`src/rtl/wb_mem_bridge.sv`:
```
// wb_mem_bridge: Wishbone slave address window bridged onto a picorv32-style native memory bus.
// One transfer at a time; a stuck native slave is abandoned after TIMEOUT request cycles.
module wb_mem_bridge #(
   parameter logic [31:0] ADDR_BASE = 32'h3000_0000,
   parameter logic [31:0] ADDR_MASK = 32'hFF00_0000,
   parameter int unsigned TIMEOUT   = 255
) (
   input  logic        wb_clk_i,
   input  logic        wb_rst_i,
   input  logic        wbs_cyc_i,
   input  logic        wbs_stb_i,
   input  logic        wbs_we_i,
   input  logic [3:0]  wbs_sel_i,
   input  logic [31:0] wbs_adr_i,
   input  logic [31:0] wbs_dat_i,
   output logic        wbs_ack_o,
   output logic [31:0] wbs_dat_o,
   output logic        mem_valid_o,
   output logic [31:0] mem_addr_o,
   output logic [31:0] mem_wdata_o,
   output logic [3:0]  mem_wstrb_o,
   input  logic        mem_ready_i,
   input  logic [31:0] mem_rdata_i,
   output logic        timeout_o,
   input  logic        timeout_clr_i,
   output logic        busy_o
);
   localparam int CW = (TIMEOUT < 2) ? 1 : $clog2(TIMEOUT);
   typedef enum logic [1:0] {IDLE, REQ, ACK} state_t;
   state_t        state_q, state_d;
   logic [CW-1:0] cnt_q, cnt_d;
   logic          ack_q, ack_d;
   logic [31:0]   rdat_q, rdat_d;
   logic          valid_q, valid_d;
   logic [31:0]   addr_q, addr_d;
   logic [31:0]   wdata_q, wdata_d;
   logic [3:0]    wstrb_q, wstrb_d;
   logic          we_q, we_d;
   logic          to_q, to_d;
   logic          live, hit, expire, to_set;
   always_ff @(posedge wb_clk_i or posedge wb_rst_i) begin
      if (wb_rst_i) begin
         state_q <= IDLE;
         cnt_q   <= '0;
         ack_q   <= 1'b0;
         rdat_q  <= '0;
         valid_q <= 1'b0;
         addr_q  <= '0;
         wdata_q <= '0;
         wstrb_q <= '0;
         we_q    <= 1'b0;
         to_q    <= 1'b0;
      end else begin
         state_q <= state_d;
         cnt_q   <= cnt_d;
         ack_q   <= ack_d;
         rdat_q  <= rdat_d;
         valid_q <= valid_d;
         addr_q  <= addr_d;
         wdata_q <= wdata_d;
         wstrb_q <= wstrb_d;
         we_q    <= we_d;
         to_q    <= to_d;
      end
   end
   always_comb begin
      live    = wbs_cyc_i & wbs_stb_i;
      hit     = live & ((wbs_adr_i & ADDR_MASK) == ADDR_BASE);
      expire  = (cnt_q == CW'(TIMEOUT - 1));
      to_set  = (state_q == REQ) & ~mem_ready_i & expire;
      state_d = state_q;
      cnt_d   = cnt_q;
      ack_d   = 1'b0;
      rdat_d  = rdat_q;
      valid_d = valid_q;
      addr_d  = addr_q;
      wdata_d = wdata_q;
      wstrb_d = wstrb_q;
      we_d    = we_q;
      case (state_q)
         IDLE: if (hit) begin
            state_d = REQ;
            cnt_d   = '0;
            valid_d = 1'b1;
            addr_d  = wbs_adr_i & ~ADDR_MASK;
            wdata_d = wbs_dat_i;
            wstrb_d = wbs_we_i ? wbs_sel_i : 4'b0000;
            we_d    = wbs_we_i;
         end
         // ready has priority over an expiring counter in the same cycle
         REQ: if (mem_ready_i || expire) begin
            state_d = ACK;
            valid_d = 1'b0;
            ack_d   = live;
            rdat_d  = mem_ready_i ? (we_q ? 32'h0 : mem_rdata_i) : 32'hDEAD_BEEF;
         end else begin
            cnt_d = cnt_q + CW'(1);
         end
         ACK:     state_d = IDLE;
         default: state_d = IDLE;
      endcase
      to_d = to_set ? 1'b1 : timeout_clr_i ? 1'b0 : to_q;
   end
   assign wbs_ack_o   = ack_q;
   assign wbs_dat_o   = rdat_q;
   assign mem_valid_o = valid_q;
   assign mem_addr_o  = addr_q;
   assign mem_wdata_o = wdata_q;
   assign mem_wstrb_o = wstrb_q;
   assign timeout_o   = to_q;
   assign busy_o      = (state_q != IDLE);
endmodule

```
`config.mk`:
```
export PLATFORM = sky130hd
export DESIGN_NAME = wb_mem_bridge
export DESIGN_NICKNAME = d
export VERILOG_FILES = /design/src/rtl/wb_mem_bridge.sv
export SDC_FILE = /design/constraint.sdc
export NUM_CORES = 1
export LEC_CHECK = 0
export BUFFER_PORTS_ARGS = -buffer_cell sky130_fd_sc_hd__buf_2
export CAP_MARGIN = 20
export CELL_PAD_IN_SITES_DETAIL_PLACEMENT = 1
export CELL_PAD_IN_SITES_GLOBAL_PLACEMENT = 1
export CORE_MARGIN = 2
export CORE_UTILIZATION = 36
export CTS_CLUSTER_DIAMETER = 120
export DETAILED_ROUTE_END_ITERATION = 10
export PLACE_DENSITY_LB_ADDON = 0.12
export RECOVER_POWER = 25
export SKIP_CTS_REPAIR_TIMING = 1
export SLEW_MARGIN = 20
export SYNTH_ARGS = -nofsm -noshare
export SYNTH_HDL_FRONTEND = slang
export SYNTH_SLANG_ARGS = --single-unit
```
`constraint.sdc`:
```
create_clock -name wb_clk_i -period 3.8 [get_ports wb_clk_i]
set_input_delay 0.38 -clock wb_clk_i [delete_from_list [all_inputs] [get_ports wb_clk_i]]
set_output_delay 0.38 -clock wb_clk_i [all_outputs]
set_load 0.02 [all_outputs]
```
==> results of run 1 <==
==> cell usage in the layout, fill, tap and decap left out, types with 2 or more instances in the layout <==
cell / n
buf_2: 201
dfrtp_1: 106
mux2_4: 57
nor2b_1: 26
o22a_1: 24
inv_1: 15
nand2_1: 14
o21ai_0: 9
clkbuf_16: 9
nand4b_1: 8
conb_1: 8
buf_4: 5
o21ai_2: 4
nand3_1: 4
nand4_1: 3
o21ba_2: 3
a31oi_1: 3
nor2_1: 2
xnor2_1: 2
o22ai_1: 2
ha_1: 2
bufinv_16: 2
clkbuf_1: 2
clkinv_2: 2
==> registers in the layout (all words and copies together) (netlist names) <==
register and count:
wbs_ack_o 1, mem_wstrb_o 4, wbs_dat_o 32, timeout_o 1, mem_addr_o 24, mem_wdata_o 32, state_q 2, mem_valid_o 1
cnt_q 8, we_q 1
==> report_power, final <==
group          internal, mW  switching, mW  total, mW
sequential             1.17         0.0247       1.19
combinational         0.112          0.131      0.243
clock                 0.594          0.414       1.01
total                  1.87          0.570       2.44
==> final timing paths <==
kind                                       end  cells after the start  slack, ps           start
worst max-delay path             mem_addr_o[5]                      4       1390      state_q[0]
worst min-delay path                 wbs_ack_o                      2        150        wb_rst_i
worst max register to register   mem_addr_o[5]                      4       1390      state_q[0]
worst min register to register  mem_wstrb_o[3]                      2        490  mem_wstrb_o[3]
max in group asynchronous       mem_wdata_o[3]                      3       2760        wb_rst_i
min in group wb_clk_i           mem_addr_o[13]                      2        260   wbs_adr_i[13]
==> area by class of cell <==
class / count / share of cell area (%)
repair buffers: 207 / 17.39
clock buffers: 11 / 4.031
flip-flops and latches: 106 / 44.05
well taps: 172 / 3.574
clock inverters: 5 / 1.288
multi-input cells: 185 / 28.59
inverters: 16 / 1.080
==> per-layer routing <==
layer | GRT usage [%] | part of all wire [%] | vias to the layer above
li1 | - | - | 1522
met5 | 0 | 0 | -
met4 | 7.003 | 1.8 | 0
met3 | 4.700 | 6.8 | 13
met1 | 22.66 | 45 | 1674
met2 | 26.67 | 47 | 123
==> stage by stage <==
step	power (mW)	setup slack, ps	area, sq um	hold WS [ps]
after CTS	2.479	1374	6021	244.5
after global placement	1.453	1144	5700	467.1
after detailed placement	1.460	1103	5700	478.3
final	2.442	1387	6022	147.5
after global routing	2.556	1298	6022	217.2
after floorplan	1.350	631.1	4682	450.7
==> kinds of logic after synthesis <==
logic type | after synthesis | share of synthesized area (%)
and+or+nand+nor | 64 | 8.224
buffers and inverters | 45 | 6.692
AOI/OAI and AO/OA | 52 | 8.734
xor gates and xnor gates | 2 | 0.3763
other | 1 | 0.08055
adders and majority gates | 2 | 0.5374
DFF | 106 | 56.97
muxes | 57 | 18.38
==> results.json, run 1 <==
{
  "syn2layout_area_growth_pct": 29.35,
  "grt_pass1_vias": 3524,
  "cts_tree": "done",
  "setup_viol": 0,
  "period_minus_slack_ps": 2413,
  "grt_pass1_wl_um": 18960,
  "syn_inst": 329,
  "grt_overflow": 0,
  "drv_slew": 0,
  "grt_start_max_net_pins": 80,
  "syn_area_sq_mm": 0.004656,
  "relSlewSlack_pct": 31.05,
  "finalHoldViolations": 0,
  "fin_tns_setup_ps": 0,
  "dieHeight_um": 117.7,
  "hpwlAfterDp_um": 8093,
  "core_region_area_sq_mm": 0.01262,
  "drive_gt1_share_pct": 54.72,
  "initial_core_util_pct": 36.89,
  "synth_ff_type": "dfrtp_1",
  "fmax_mhz": 414.4,
  "num-fill-cells": 1410,
  "required_ps": 4030,
  "crit_fanout": 41,
  "rsz0062_at_grt": "false",
  "wl_um": 11440,
  "synth_area_leaders": "dfrtp_1 57%, mux2_4 18%, o22a_1 4.5%, nor2b_1 3.5%, buf_12 2.6%",
  "ant_nets": 0,
  "vias_per_cell": 4.746,
  "stdcell_count": 702,
  "num-nets-final": 634,
  "die-area_sq_mm": 0.01386,
  "powerDensity_mw_per_mm2": 405.4,
  "synth_common_cells": "106 x dfrtp_1, 57 x mux2_4, 26 x nor2b_1, 24 x o22a_1, 16 x inv_1",
  "cp_num_buf_inv": 1,
  "syn_area_per_cell_sq_um": 14.15,
  "status": "finished, final reports clean",
  "seqCellArea_sq_mm": 0.002653,
  "cp_slowest_stage_delay_ps": 860,
  "worstPathCellList": "or2_2 -> or4_4 -> buf_4 -> mux2_4",
  "io_pins": 211,
  "yosysTopAreaCellShare_pct": 56.97,
  "cts_buffers": 9,
  "clockRootBuffer": "clkbuf_16",
  "rows": 41,
  "worst-setup-path-type": "reg -> reg",
  "ys_ff_latch": 106,
  "yosysWarningCount": 0,
  "crit_path_end_kind": "register",
  "leakagePower_nw": 3.453,
  "max-clock-path-buffers": 2,
  "drtIter0Drc": 135,
  "placed_cells": 686,
  "wl_per_cell_um": 16.30,
  "grt_use_total_pct": 17.15,
  "fin_util_pct": 47.72,
  "worstSetupStartpointType": "register",
  "diodes": 0,
  "ys_seq_area_share_pct": 56.97,
  "ys_async_sr_fraction_pct": 100.0,
  "hold_path.class": "in -> async",
  "min_period_over_period_pct": 63.51,
  "gp_congestion": 0.7403,
  "ir_drop_uv": 302.9,
  "synth_edf_count": 0,
  "clk_latency_ps": 350,
  "crit_path_top_delay_cell": "or4_4",
  "cts_num_sinks": 106,
  "drc": 0,
  "port_buffers": 202,
  "htree_levels": 3,
  "multi_input_area_sq_mm": 0.001722,
  "synth_most_common_cell": "dfrtp_1",
  "synth_top_cell_by_area": "dfrtp_1",
  "die_width_um": 117.7,
  "worst_slew_pin_slew_ps": 1034,
  "synth_cell_types": 35,
  "cp_top_family": "simple AND/OR/NAND/NOR gates",
  "fin_skew_ps": 5.830,
  "first_pass_iters": 4,
  "timing.max_cap.violations": 0,
  "clkTransAtPathRegs_ps": 70,
  "critical_path_arrival_ps": 2650,
  "antenna_found_initial": 0,
  "vias": 3332
}
Note: power is estimated with default switching activity, not from simulation.
==> run 2: changes to the inputs <==
Settings changed: CORE_UTILIZATION 36 to 33.
Clock period 3.8 ns to 2.05 ns, I/O delays scaled along.
==> results.json, run 2 (synthesis gave the netlist of run 1 again) <==
{
  "cts_buffers": 9,
  "fin_skew_ps": 7.338,
  "vias_per_cell": 4.589,
  "dieHeight_um": 122.8,
  "drc": 0,
  "min_path_cells": 2,
  "layout_common_cells": "201 x buf_2, 106 x dfrtp_1, 57 x mux2_4, 26 x nor2b_1, 24 x o22a_1",
  "num-nets-final": 641,
  "wl_per_cell_um": 16.20,
  "place_ws_ps": -35.88,
  "port_buffers": 202,
  "clockRootBuffer": "clkbuf_16",
  "rsz0062_at_grt": "false",
  "grt_pass1_vias": 3453,
  "hpwlAfterDp_um": 8184,
  "worst-setup-path-type": "reg -> reg",
  "max-clock-path-buffers": 2,
  "hold_start": "wbs_dat_i[12]",
  "rr_endpoint": "mem_addr_o[16]",
  "cp_top_family": "simple AND/OR/NAND/NOR gates",
  "p_int_mw": 3.484,
  "die_width_um": 122.8,
  "rows": 43,
  "p_sw_share_pct": 23.93,
  "dpl_cell_area_sq_mm": 0.005782,
  "cts_num_sinks": 106,
  "cts_tree": "done",
  "post-route-worst-setup-slack_ps": 73.65,
  "vias": 3290,
  "diodes": 0,
  "cp_num_buf_inv": 1,
  "p_clk_share_pct": 42.0,
  "cp_slowest_stage_delay_ps": 560,
  "crit_fanout": 48,
  "critical_path_arrival_ps": 2220,
  "r2r-start": "state_q[0]",
  "crit_path_top_delay_cell": "or4_4",
  "period_minus_slack_ps": 1976,
  "grt_pass1_wl_um": 17700,
  "htree_levels": 3,
  "stdcell_area_sq_mm": 0.006105,
  "relSlewSlack_pct": 35.68,
  "core_region_area_sq_mm": 0.01383,
  "min_period_over_period_pct": 96.41,
  "initial_core_util_pct": 33.67,
  "reg2regPathDepth": 4,
  "grt_use_total_pct": 15.35,
  "drv_slew": 0,
  "setup_viol": 0,
  "required_ps": 2290,
  "clk_latency_ps": 360,
  "final_common_cell": "buf_2",
  "syn2layout_area_growth_pct": 31.12,
  "worst_slew_pin_slew_ps": 964.7,
  "ant_nets": 0,
  "power.share.sequential_pct": 48.1,
  "grt_overflow": 0,
  "fmax_mhz": 506.0,
  "status": "finished, final reports clean",
  "crit_path_end_kind": "register",
  "worstPathCellList": "or2_2 -> or4_4 -> buf_12 -> mux2_4",
  "powerDensity_mw_per_mm2": 750.4,
  "wl_um": 11620,
  "fin_tns_setup_ps": 0,
  "first_pass_iters": 6,
  "grt_start_max_net_pins": 69,
  "gp_congestion": 0.7057,
  "leakagePower_nw": 3.485,
  "io_pins": 211,
  "die-area_sq_mm": 0.01507,
  "whs_ps": 75.65,
  "hold_path.class": "in -> reg",
  "timing.max_cap.violations": 0,
  "clkTransAtPathRegs_ps": 70,
  "worstSetupStartpointType": "register",
  "hold_end": "mem_wdata_o[12]",
  "drtIter0Drc": 114,
  "ir_drop_uv": 372.2,
  "net-switching-power_mw": 1.096,
  "finalHoldViolations": 0,
  "fin_util_pct": 44.15,
  "antenna_found_initial": 0,
  "r2r_slack_ps": 70,
  "drive_gt1_share_pct": 55.12,
  "comb_power_share_pct": 10.0
}
==> run 2: layout make-up <==
cell class,instances,area (sq um)
timing repair buffer,214,1112
multi-input combinational,185,1722
tap,180,225.2
clock inverter,5,86.33
inverter,16,63.81
clock buffer,11,242.7
fill,1530,7722
sequential,106,2653
==> run 2: worst max path at each step <==
stage                        from         endpoint  slack (ps)  cells past startpoint
detailed placement  wbs_adr_i[25]   mem_addr_o[13]         -40                      5
CTS                    state_q[0]   mem_addr_o[13]          60                      4
floorplan              state_q[0]   mem_addr_o[16]         100                      5
global route           state_q[0]   mem_addr_o[13]          40                      4
finish                 state_q[0]   mem_addr_o[16]          70                      4
global placement    wbs_adr_i[25]  mem_wdata_o[10]         -20                      5
==> run 2: power by group through the flow <==
stage / sequential, mW / combinational (mW) / clock, mW
after detailed placement: 2.24 / 0.470 / 0
after global routing: 2.21 / 0.501 / 2.08
after global placement: 2.24 / 0.459 / 0
after CTS: 2.20 / 0.470 / 1.99
after floorplan: 2.32 / 0.181 / 0
final: 2.20 / 0.457 / 1.92
==> run 2: through the flow <==
| step | cells | total power [mW] |
|---|---|---|
| 6_report | 717 | 4.581 |
| 3_3_place_gp | 700 | 2.699 |
| 3_5_place_dp | 700 | 2.712 |
| 5_1_grt | 717 | 4.793 |
| 2_1_floorplan | 336 | 2.504 |
| 4_1_cts | 716 | 4.667 |
==> run 2: layer usage <==
metal / global-route usage [%] / wire (um) / vias to the layer above
met4: 4.310 / 166 / 0
met2: 25.66 / 5702 / 120
met5: 0 / 0 / -
li1: - / - / 1533
met3: 6.180 / 880 / 12
met1: 18.21 / 4865 / 1625
